<file path="src/rtl/datapath_arbiter.sv">
// Three-way round-robin arbiter for a shared register/ALU datapath: grants one
// control unit at a time, passes its control word through, and revokes stuck grants.
module datapath_arbiter #(
  parameter int unsigned TIMEOUT = 16
) (
  input  logic        clk,
  input  logic        reset,
  input  logic [2:0]  req,
  input  logic [2:0]  done,
  input  logic [10:0] ctl0,
  input  logic [10:0] ctl1,
  input  logic [10:0] ctl2,
  output logic [10:0] ctl_out,
  output logic [2:0]  gnt,
  output logic        busy,
  output logic        timeout,
  output logic        conflict
);

  localparam int unsigned CW = $clog2(TIMEOUT + 1);

  typedef enum logic [1:0] {
    S_IDLE    = 2'd0,
    S_GRANT   = 2'd1,
    S_BUSY    = 2'd2,
    S_RELEASE = 2'd3
  } state_e;

  state_e          state_q, state_d;
  logic [1:0]      owner_q, owner_d;
  logic [1:0]      rr_ptr_q, rr_ptr_d;
  logic [CW-1:0]   cnt_q, cnt_d;
  logic [2:0]      gnt_q, gnt_d;

  logic [10:0]     ctl_sel;
  logic            owner_done;
  logic            expire;
  logic            rd_conflict;
  logic [1:0]      pick;

  // First set request bit at or after ptr, scanning 0-1-2-0.
  function automatic logic [1:0] pick_owner(input logic [2:0] r, input logic [1:0] ptr);
    logic [2:0] sum;
    pick_owner = ptr;
    for (int k = 2; k >= 0; k--) begin
      sum = {1'b0, ptr} + 3'(k);
      if (sum >= 3'd3) sum = sum - 3'd3;
      if (r[sum[1:0]]) pick_owner = sum[1:0];
    end
  endfunction

  always_comb begin
    case (owner_q)
      2'd0:    ctl_sel = ctl0;
      2'd1:    ctl_sel = ctl1;
      default: ctl_sel = ctl2;
    endcase
  end

  // gnt_q is one-hot on the owner while a grant is held, so it masks non-owner done.
  assign owner_done  = |(done & gnt_q);
  assign expire      = (cnt_q == CW'(TIMEOUT - 1));
  assign rd_conflict = (ctl_sel[5] & ctl_sel[4]) | (ctl_sel[5] & ctl_sel[3]) |
                       (ctl_sel[5] & ctl_sel[2]) | (ctl_sel[4] & ctl_sel[3]) |
                       (ctl_sel[4] & ctl_sel[2]) | (ctl_sel[3] & ctl_sel[2]);
  assign pick        = pick_owner(req, rr_ptr_q);

  // NOTE: every register uses non-blocking assignment and the async reset sits in
  // the sensitivity list, so reset clears state without waiting for a clock edge.
  always_ff @(posedge clk or posedge reset) begin
    if (reset) begin
      state_q  <= S_IDLE;
      owner_q  <= 2'd0;
      rr_ptr_q <= 2'd0;
      cnt_q    <= '0;
      gnt_q    <= 3'b000;
    end else begin
      state_q  <= state_d;
      owner_q  <= owner_d;
      rr_ptr_q <= rr_ptr_d;
      cnt_q    <= cnt_d;
      gnt_q    <= gnt_d;
    end
  end

  // NOTE: every comb output gets a default first so no path can infer a latch.
  always_comb begin
    state_d  = state_q;
    owner_d  = owner_q;
    rr_ptr_d = rr_ptr_q;
    cnt_d    = cnt_q;
    gnt_d    = gnt_q;
    case (state_q)
      S_IDLE: begin
        if (|req) begin
          owner_d = pick;
          gnt_d   = 3'b001 << pick;
          state_d = S_GRANT;
        end
      end
      S_GRANT: begin
        cnt_d   = '0;
        state_d = S_BUSY;
      end
      S_BUSY: begin
        cnt_d = cnt_q + CW'(1);
        if (owner_done || expire) begin
          gnt_d   = 3'b000;
          state_d = S_RELEASE;
        end
      end
      S_RELEASE: begin
        rr_ptr_d = (owner_q == 2'd2) ? 2'd0 : owner_q + 2'd1;
        state_d  = S_IDLE;
      end
      default: state_d = S_IDLE;
    endcase
  end

  always_comb begin
    ctl_out  = '0;
    busy     = 1'b0;
    timeout  = 1'b0;
    conflict = 1'b0;
    case (state_q)
      S_GRANT: busy = 1'b1;
      S_BUSY: begin
        busy     = 1'b1;
        conflict = rd_conflict;
        ctl_out  = rd_conflict ? 11'd0 : ctl_sel;
        timeout  = expire & ~owner_done;
      end
      default: ;
    endcase
  end

  assign gnt = gnt_q;

endmodule

</file>
<file path="config.mk">
export PLATFORM = sky130hd
export DESIGN_NAME = datapath_arbiter
export DESIGN_NICKNAME = d
export VERILOG_FILES = /design/src/rtl/datapath_arbiter.sv
export SDC_FILE = /design/constraint.sdc
export NUM_CORES = 1
export LEC_CHECK = 0
export CAP_MARGIN = 20
export CORE_UTILIZATION = 38
export DETAILED_ROUTE_END_ITERATION = 8
export HOLD_SLACK_MARGIN = 0.02
export PLACE_DENSITY = 0.77
export RECOVER_POWER = 25
export SLEW_MARGIN = 20
export SYNTH_ARGS = -nofsm -noshare
export SYNTH_HDL_FRONTEND = slang
export SYNTH_SLANG_ARGS = --single-unit
</file>
<file path="constraint.sdc">
create_clock -name clk -period 1.68 [get_ports clk]
set_clock_uncertainty 0.05 [all_clocks]
set_input_delay 0.168 -clock clk [delete_from_list [all_inputs] [get_ports clk]]
set_output_delay 0.168 -clock clk [all_outputs]
set_load 0.01 [all_outputs]
</file>
==> flow_summary.toml, run 1 <==
[timing]
rsz0062_at_grt = "yes"
relSlewSlack = 0.6452
worstMarginPinSlew_ns = 0.5316
finalHoldViolations = 0
fmax_mhz = 465.8
setup_viol = 17
layout_worst_path_cycle_share = 1.278
fin_crit_ns = 2.147
fin_ws_ns = -0.4667
slew_viol_final = 0

[clock_tree]
cts_buffer_depth = 2
cts_buffers = 3
cts_sinks = 14
htreeDepth = 1
clk_latency_ns = 0.28
cts_tree = "done"
clk_pin_slew_ns = 0.08
cts-root-buf = "clkbuf_4"
cts_hold_buffers = 0

[detailed_routing]
drt-total-wl_um = 4298
viasPerCell = 5.188
avgRoutedWirePerCell_um = 14.72
route.detailed.drc = 0
first_pass_iters = 4
num_vias = 1515
ant_nets = 0
first_iter_violations = 46

[power_and_ir_drop]
intPower_uw = 2180
p_per_area_nw_per_um2 = 1718
peakVddDrop_v = 0.001006
p_sw_uw = 1792
p_seq_frac = 0.157
pwr-share-clk = 0.048
total_leakage_power_uw = 0.001005
p_sw_frac = 0.4512
p_comb_frac = 0.795

[floorplan]
die_h_um = 59.87
dieWidth_um = 59.87
ioPinCount = 58
start_util = 0.4101
die_area_um2 = 3584
rows = 20
fp.coreArea_um2 = 3103

[yosys]
synth_seq_cells = 14
synth_edf_count = 0
ys_types = 40
ys_seq_area_frac = 0.2753
synth_top_area_frac = 0.2753
ys_async_sr_fraction = 1.000
synth.avg_cell_area_um2 = 8.317
yosys_warnings = 0
synth_fp_nets = 201
netlist_top_cells_area = "dfrtp_1 (28%), mux2i_1 (9.4%), ha_1 (6.9%)"
syn_area_um2 = 1272
synthFlopType = "dfrtp_1"
yosys.area.top_type = "dfrtp_1"
syn-instance-count = 153

[layout]
mostFrequentLayoutCell = "clkdlybuf4s50_1"
fin_nets = 298
final_layout_size_suffix_gt1_frac = 0.3790
layout_common_cells = "clkdlybuf4s50_1 (42), buf_4 (41), nor2_1 (17)"
fin_util = 0.7452
final_cell_area_um2 = 2312
synthToLayoutAreaGrowth_pct = 81.71
antenna_cells = 0

[placement]
gp_congestion = 0.7397
port_buffers = 57
dp_hpwl_um = 3122
placed_cell_area_um2 = 2071

[setup_path]
r2r_setup_slack_ns = -0.17
critPathMaxStageDelay_ns = 0.48
r2r_end = "gnt[2]$_DFFE_PP0P_"
reg2reg_from = "rr_ptr_q[0]$_DFFE_PP0N_"
critical_path.cell_chain = "mux2i_1 > o21ai_2 > a211oi_4 > buf_4 > o21ai_4 > nor2_1 > buf_2"
critPathArrivalTime_ns = 1.93
start_kind = "register"
crit_type = "reg2out"
r2r_cells = 7
worstSetupEndpointType = "output port"
cpMaxStageDelayCell = "dfrtp_2"
path_max_fanout = 8
crit_required_ns = 1.46

[grt]
grtUsageMet2 = 0.4444
use_met1 = 0.2644
grt_max_degree = 15
antenna_found_initial = 0
gr-usage-all-layers = 0.2417
grt_pass1_wl_um = 6499
grt_use_met3 = 0.05195
grt_pass1_vias = 1549
grt_overflow = 0
grt-busiest-layer = "met2"

[outcome]
status = "finished with violations"
violations = "setup timing"

[run]
drv_cap = 0

[min_path]
holdCritPathClass = "in2async"
[registers in the layout (all words and copies together), names as in the netlist]
signal    flops
cnt_q         5
gnt           3
owner_q       2
rr_ptr_q      2
state_q       2
[worst max-delay path: cells and delay by family (launching register included)]
| kind | cells | cell delay (ns) |
|---|---|---|
| AO/OA/AOI/OAI | 3 | 0.62 |
| buffers and inverters | 2 | 0.30 |
| flip-flops | 1 | 0.48 |
| multiplexers | 1 | 0.17 |
| AND/OR/NAND/NOR | 1 | 0.08 |
[logic make-up after synthesis]
logic type,Yosys count,share of synthesized area
buf+inv,23,0.08751
fa+ha+maj,7,0.06883
flops,14,0.2753
simple gates,51,0.1937
compound gates,46,0.2802
mux,12,0.09440
[synth_stat cells, types with 2 or more instances]
| cell type | n |
|---|---|
| o22ai_1 | 4 |
| and3_1 | 5 |
| buf_2 | 2 |
| ha_1 | 7 |
| nor3_1 | 4 |
| a221o_1 | 2 |
| a21oi_1 | 8 |
| nand3_1 | 5 |
| inv_1 | 15 |
| o21ai_1 | 2 |
| nand2b_1 | 2 |
| mux2i_1 | 12 |
| nor2b_1 | 3 |
| nand2_1 | 10 |
| nor2_1 | 17 |
| dfrtp_1 | 14 |
| o21ai_2 | 5 |
| clkbuf_1 | 2 |
| o21ai_0 | 11 |
| and2_1 | 2 |
| a32o_1 | 2 |
[final cells by class]
class	instances	area (um2)
multi-input cells	116	983.4
repair buffers	100	842.1
fillers	239	790.8
flip-flops and latches	14	352.8
inverters	15	56.30
well taps	44	55.05
clock buffers	3	22.52
[worst max-delay path by stage]
stage	startpoint	end	slack, ns	cells after the start
after global placement	owner_q[0]$_DFFE_PP0P_	ctl_out[1]	-0.52	6
final	owner_q[0]$_DFFE_PP0P_	ctl_out[7]	-0.47	7
after floorplan	rr_ptr_q[0]$_DFFE_PP0N_	gnt[0]$_DFFE_PP0P_	-0.08	8
after detailed placement	ctl0[4]	ctl_out[2]	-0.60	7
after global routing	owner_q[0]$_DFFE_PP0P_	ctl_out[6]	-0.59	6
after CTS	owner_q[0]$_DFFE_PP0P_	ctl_out[2]	-0.43	7
[power by group through the flow]
stage | Sequential [uW] | Combinational (uW) | Clock, uW
5_1_grt | 643 | 3410 | 213
6_report | 623 | 3160 | 189
4_1_cts | 600 | 2800 | 191
3_3_place_gp | 601 | 2490 | 0
3_5_place_dp | 614 | 2590 | 0
2_1_floorplan | 580 | 1570 | 0
[through the flow]
step / TNS [ns] / instances / setup WS, ns / hold WS (ns) / total power [uW]
3_3_place_gp: -6.796 / 274 / -0.5197 / 0.4714 / 3086
3_5_place_dp: -7.803 / 274 / -0.5952 / 0.4927 / 3204
6_report: -5.916 / 292 / -0.4667 / 0.3064 / 3973
2_1_floorplan: -0.2482 / 153 / -0.08431 / 0.007219 / 2149
4_1_cts: -5.297 / 286 / -0.4264 / 0.1878 / 3592
5_1_grt: -7.551 / 292 / -0.5862 / 0.3794 / 4266
[timing repair]
item / 4_1_cts / 5_1_grt
setup endpoints to repair: 19 / 19
pin swaps: 20 / 12
resized for setup: 74 / 20
setup buffers: 9 / 6
[metal layers]
layer	vias to the layer above	share of wire
met2	71	0.51
met1	692	0.38
met5	-	0
met3	11	0.087
met4	0	0.026
li1	741	-
Note: power is estimated with default switching activity, not from simulation.
==> inputs of run 2 (changes only) <==
--- a/config.mk
+++ b/config.mk
@@ -6,10 +6,11 @@
 export NUM_CORES = 1
 export LEC_CHECK = 0
 export CAP_MARGIN = 20
-export CORE_UTILIZATION = 38
+export CORE_UTILIZATION = 45
 export DETAILED_ROUTE_END_ITERATION = 8
+export DONT_BUFFER_PORTS = 1
+export GPL_ROUTABILITY_DRIVEN = 0
 export HOLD_SLACK_MARGIN = 0.02
-export PLACE_DENSITY = 0.77
 export RECOVER_POWER = 25
 export SLEW_MARGIN = 20
 export SYNTH_ARGS = -nofsm -noshare
==> run 2 against run 1 <==
The flow still finishes with violations (setup timing). Flip-flop and latch count did not move. First-iteration DRC count fell by 41%. Critical endpoint is now ctl_out[2]. Highest routed layer unchanged. Final cell count fell by 27%. Largest power group unchanged.
==> flow_summary.toml, run 2 (synthesis results as in run 1) <==
[outcome]
status = "finished with violations"
violations = "setup timing"

[grt]
antenna_found_initial = 0
grt_max_degree = 17
gr-usage-all-layers = 0.1970
grt_overflow = 0
grt_pass1_vias = 1068
grt_pass1_wl_um = 4305

[clock_tree]
cts-root-buf = "clkbuf_4"
htreeDepth = 1
cts_buffer_depth = 2
clk_pin_slew_ns = 0.08
cts_sinks = 14
clk_latency_ns = 0.28
cts_buffers = 3
cts_tree = "done"

[timing]
finalHoldViolations = 0
layout_worst_path_cycle_share = 1.221
fin_crit_ns = 2.052
final.setup.tns_ns = -4.850
slew_viol_final = 0
rsz0062_at_grt = "yes"
fmax_mhz = 487.3
worstMarginPinSlew_ns = 0.5538
relSlewSlack = 0.6304
setup_viol = 17
fin_ws_ns = -0.3721

[detailed_routing]
route.detailed.drc = 0
num_vias = 1278
avgRoutedWirePerCell_um = 16.27
viasPerCell = 6.000
drt-total-wl_um = 3466
first_pass_iters = 4
first_iter_violations = 27
ant_nets = 0

[floorplan]
ioPinCount = 58
die_area_um2 = 3044
start_util = 0.4956
die_h_um = 55.18
fp.coreArea_um2 = 2567
dieWidth_um = 55.18
rows = 18

[setup_path]
critPathArrivalTime_ns = 1.83
worstSetupEndpointType = "output port"
cp-startpoint = "owner_q[0]$_DFFE_PP0P_"
crit_required_ns = 1.46
reg2reg_from = "cnt_q[1]$_DFFE_PP0P_"
path_max_fanout = 8
start_kind = "register"
crit_type = "reg2out"

[power_and_ir_drop]
total_leakage_power_uw = 0.0007119
power_uw = 3608
p_per_area_nw_per_um2 = 2117
peakVddDrop_v = 0.001321

[placement]
dp_hpwl_um = 2293
port_buffers = 0
dp.cells = 199
dp_slack_ns = -0.1674
placed_cell_area_um2 = 1453

[layout]
mostFrequentLayoutCell = "buf_4"
layoutNonFillerInstCount = 213
top_register = "cnt_q"
fin_nets = 233
final_layout_size_suffix_gt1_frac = 0.4262
largest_reg_flops = 5
antenna_cells = 0
synthToLayoutAreaGrowth_pct = 33.92
layout_common_cells = "buf_4 (31), inv_1 (13), dfrtp_1 (13)"
final_cell_area_um2 = 1704

[min_path]
holdCritPathClass = "in2reg"
hold_start = "req[1]"

[run]
drv_cap = 0
==> run 2: changes by cell type in the layout (fill, tap and decap cells not counted), moves of 2 or more <==
| cell | change |
|---|---|
| mux2i_1 | +2 |
| nor2_1 | -7 |
| clkdlybuf4s50_1 | -42 |
| o21ai_4 | -3 |
| nor2_2 | +7 |
| buf_2 | -12 |
| buf_4 | -10 |
| o21ai_2 | +3 |
==> run 2: cell type report <==
type / instances / area (um2)
Tap cell: 30 / 37.54
Timing Repair Buffer: 35 / 276.5
Multi-Input combinational cell: 116 / 959.7
Clock buffer: 3 / 22.52
Fill cell: 224 / 863.3
Inverter: 15 / 56.30
Sequential cell: 14 / 351.6
==> run 2: critical path, cell delays in order, from the launching register on <==
cell	delay, ns
dfrtp_2	0.46
mux2i_1	0.14
o21ai_2	0.34
a211oi_4	0.13
o21ai_4	0.36
nor2b_2	0.12
==> run 2: path summary, 6_finish.rpt <==
check / endpoint / slack [ns] / cells past startpoint
hold / removal: gnt[1]$_DFFE_PP0P_ / 0.12 / 2
hold reg to reg: cnt_q[2]$_DFFE_PP0P_ / 0.55 / 2
setup / recovery: ctl_out[2] / -0.37 / 5
setup reg to reg: gnt[1]$_DFFE_PP0P_ / -0.18 / 10
max in group asynchronous: owner_q[0]$_DFFE_PP0P_ / 0.86 / 2
min in group asynchronous: cnt_q[3]$_DFFE_PP0P_ / 0.33 / 2
==> run 2: power breakdown <==
| group | leakage, uW | internal, uW | switching, uW | total [uW] |
|---|---|---|---|---|
| logic | 0.000516 | 1360 | 1470 | 2830 |
| clock network | 0.0000138 | 83.2 | 102 | 185 |
| registers | 0.000182 | 468 | 127 | 595 |
==> run 2: layer usage <==
metal	up-vias	wire length [um]	GRT usage
li1	605	-	-
met1	629	1285	0.2172
met2	40	1996	0.3695
met3	4	158	0.05738
met4	0	25	0.04167
met5	-	0	0
==> run 2: through the flow <==
stage | hold slack, ns | utilization
6_report | 0.1159 | 0.6637
5_1_grt | 0.1246 | 0.6637
4_1_cts | 0.07298 | 0.6252
3_5_place_dp | 0.07912 | 0.5658
3_3_place_gp | 0.07235 | 0.5658
2_1_floorplan | 0.007219 | -
==> run 2: timing repair <==
item	in CTS	in global routing
hold endpoints to repair	14	0
gates resized for setup	24	16
pin swaps	12	11
hold buffers	1	0
setup buffers	6	4
setup endpoints to repair	17	20
==> inputs of run 3 (changes only) <==
--- a/config.mk
+++ b/config.mk
@@ -11,7 +11,8 @@
 export DONT_BUFFER_PORTS = 1
 export GPL_ROUTABILITY_DRIVEN = 0
 export HOLD_SLACK_MARGIN = 0.02
-export RECOVER_POWER = 25
+export RECOVER_POWER = 50
+export SETUP_SLACK_MARGIN = 0.05
 export SLEW_MARGIN = 20
 export SYNTH_ARGS = -nofsm -noshare
 export SYNTH_HDL_FRONTEND = slang
==> run 3 against run 2 <==
The flow still finishes with violations (setup timing). Routed wire length fell by 2.3%. Global-route usage up 2.7 points. Non-clock buffer count unchanged. Critical path depth unchanged. Via count is 2.2% lower. Critical path type unchanged.
==> flow_summary.toml, run 3 (synthesis results as in run 1) <==
[floorplan]
fp.coreArea_um2 = 2567
die_h_um = 55.18
die_area_um2 = 3044
rows = 18
start_util = 0.4956
dieWidth_um = 55.18
ioPinCount = 58

[outcome]
violations = "setup timing"
status = "finished with violations"

[grt]
grt_max_degree = 17
grt_pass1_vias = 1106
antenna_found_initial = 0
grt_pass1_wl_um = 4781
grt_overflow = 0
gr-usage-all-layers = 0.2238

[timing]
layout_worst_path_cycle_share = 1.208
setup_viol = 17
hold_ws_ns = 0.1596
rsz0062_at_grt = "yes"
fmax_mhz = 492.9
worstMarginPinSlew_ns = 0.5524
slew_viol_final = 0
relSlewSlack = 0.6313
final.setup.tns_ns = -4.501
fin_crit_ns = 2.029
finalHoldViolations = 0
fin_ws_ns = -0.3489

[layout]
final_layout_size_suffix_gt1_frac = 0.4402
fin_util = 0.6715
layout_common_cells = "buf_4 (31), dfrtp_1 (13), inv_1 (12), mux2i_1 (12), nand2_1 (10)"
fin_nets = 233
synthToLayoutAreaGrowth_pct = 35.50
final_cell_area_um2 = 1724
largest_reg_flops = 5
antenna_cells = 0
mostFrequentLayoutCell = "buf_4"
top_register = "cnt_q"

[power_and_ir_drop]
p_per_area_nw_per_um2 = 2109
total_leakage_power_uw = 0.0007156
peakVddDrop_v = 0.001435

[clock_tree]
cts_tree = "done"
cts_buffers = 3
cts_buffer_depth = 2
cts_sinks = 14
clk_latency_ns = 0.29
clk_pin_slew_ns = 0.09
htreeDepth = 1
cts-root-buf = "clkbuf_4"

[min_path]
worst_hold_path.num_cells = 2
min_to = "gnt[1]$_DFFE_PP0P_"
hold_start = "req[1]"
holdCritPathClass = "in2reg"

[setup_path]
critPathArrivalTime_ns = 1.81
start_kind = "register"
r2r_cells = 7
reg2reg_from = "rr_ptr_q[0]$_DFFE_PP0N_"
path_max_fanout = 8
crit_type = "reg2out"
worstSetupEndpointType = "output port"
crit_required_ns = 1.46
r2r_setup_slack_ns = -0.20
r2r_end = "gnt[0]$_DFFE_PP0P_"

[detailed_routing]
first_iter_violations = 23
drt-total-wl_um = 3388
ant_nets = 0
first_pass_iters = 5
num_vias = 1250
viasPerCell = 5.841
avgRoutedWirePerCell_um = 15.83
route.detailed.drc = 0

[run]
drv_cap = 0

[placement]
dp_hpwl_um = 2330
placed_cell_area_um2 = 1455
port_buffers = 0
==> run 3: worst max-delay path by stage <==
stage / start / to / slack (ns) / cells past startpoint
4_1_cts: owner_q[0]$_DFFE_PP0P_ / ctl_out[10] / -0.35 / 5
5_1_grt: owner_q[0]$_DFFE_PP0P_ / ctl_out[10] / -0.45 / 5
6_report: owner_q[0]$_DFFE_PP0P_ / ctl_out[6] / -0.35 / 5
2_1_floorplan: rr_ptr_q[0]$_DFFE_PP0N_ / gnt[0]$_DFFE_PP0P_ / -0.08 / 8
3_5_place_dp: cnt_q[0]$_DFFE_PP0P_ / gnt[0]$_DFFE_PP0P_ / -0.21 / 8
3_3_place_gp: rr_ptr_q[0]$_DFFE_PP0N_ / gnt[0]$_DFFE_PP0P_ / -0.18 / 7
==> run 3: layout make-up <==
type                       count  area (um2)
clock buffer                   4       36.28
fill                         232       843.3
inverter                      15       56.30
multi-input combinational    116       965.9
sequential                    14       351.6
tap                           30       37.54
timing repair buffer          35       276.5
==> run 3: per-stage QoR <==
step,total power (uW),worst slack [ns],instances
finish,3637,-0.3489,214
global route,3949,-0.4514,214
CTS,3410,-0.3475,211
detailed placement,2786,-0.2106,199
global placement,2718,-0.1840,199
floorplan,2153,-0.08431,153
==> run 3: repair_timing <==
| item | in CTS | in global routing |
|---|---|---|
| endpoints found under the hold margin | 14 | 0 |
| gates resized for setup | 31 | 11 |
| hold buffers | 1 | 0 |
| setup buffers | 8 | 3 |
| setup endpoints to repair | 20 | 20 |
| pin swaps | 12 | 4 |
==> run 3: layer usage <==
layer	part of all wire	vias up	wire [um]	global-route usage
li1	-	609	-	-
met1	0.40	594	1366	0.2487
met2	0.54	39	1817	0.4096
met3	0.043	8	147	0.05738
met4	0.017	0	56	0.07500
met5	0	-	0	0
==> run 3: critical path: stages, from the launching register on <==
cell,delay (ns)
dfrtp_2,0.44
mux2i_1,0.23
o21ai_2,0.12
a211oi_4,0.34
o21ai_4,0.17
nor2_2,0.20
==> run 3: power breakdown <==
group	leakage, uW	total (uW)	internal, uW	switching (uW)
clock	0.0000210	249	132	117
combinational	0.000512	2780	1360	1430
sequential	0.000182	605	468	137
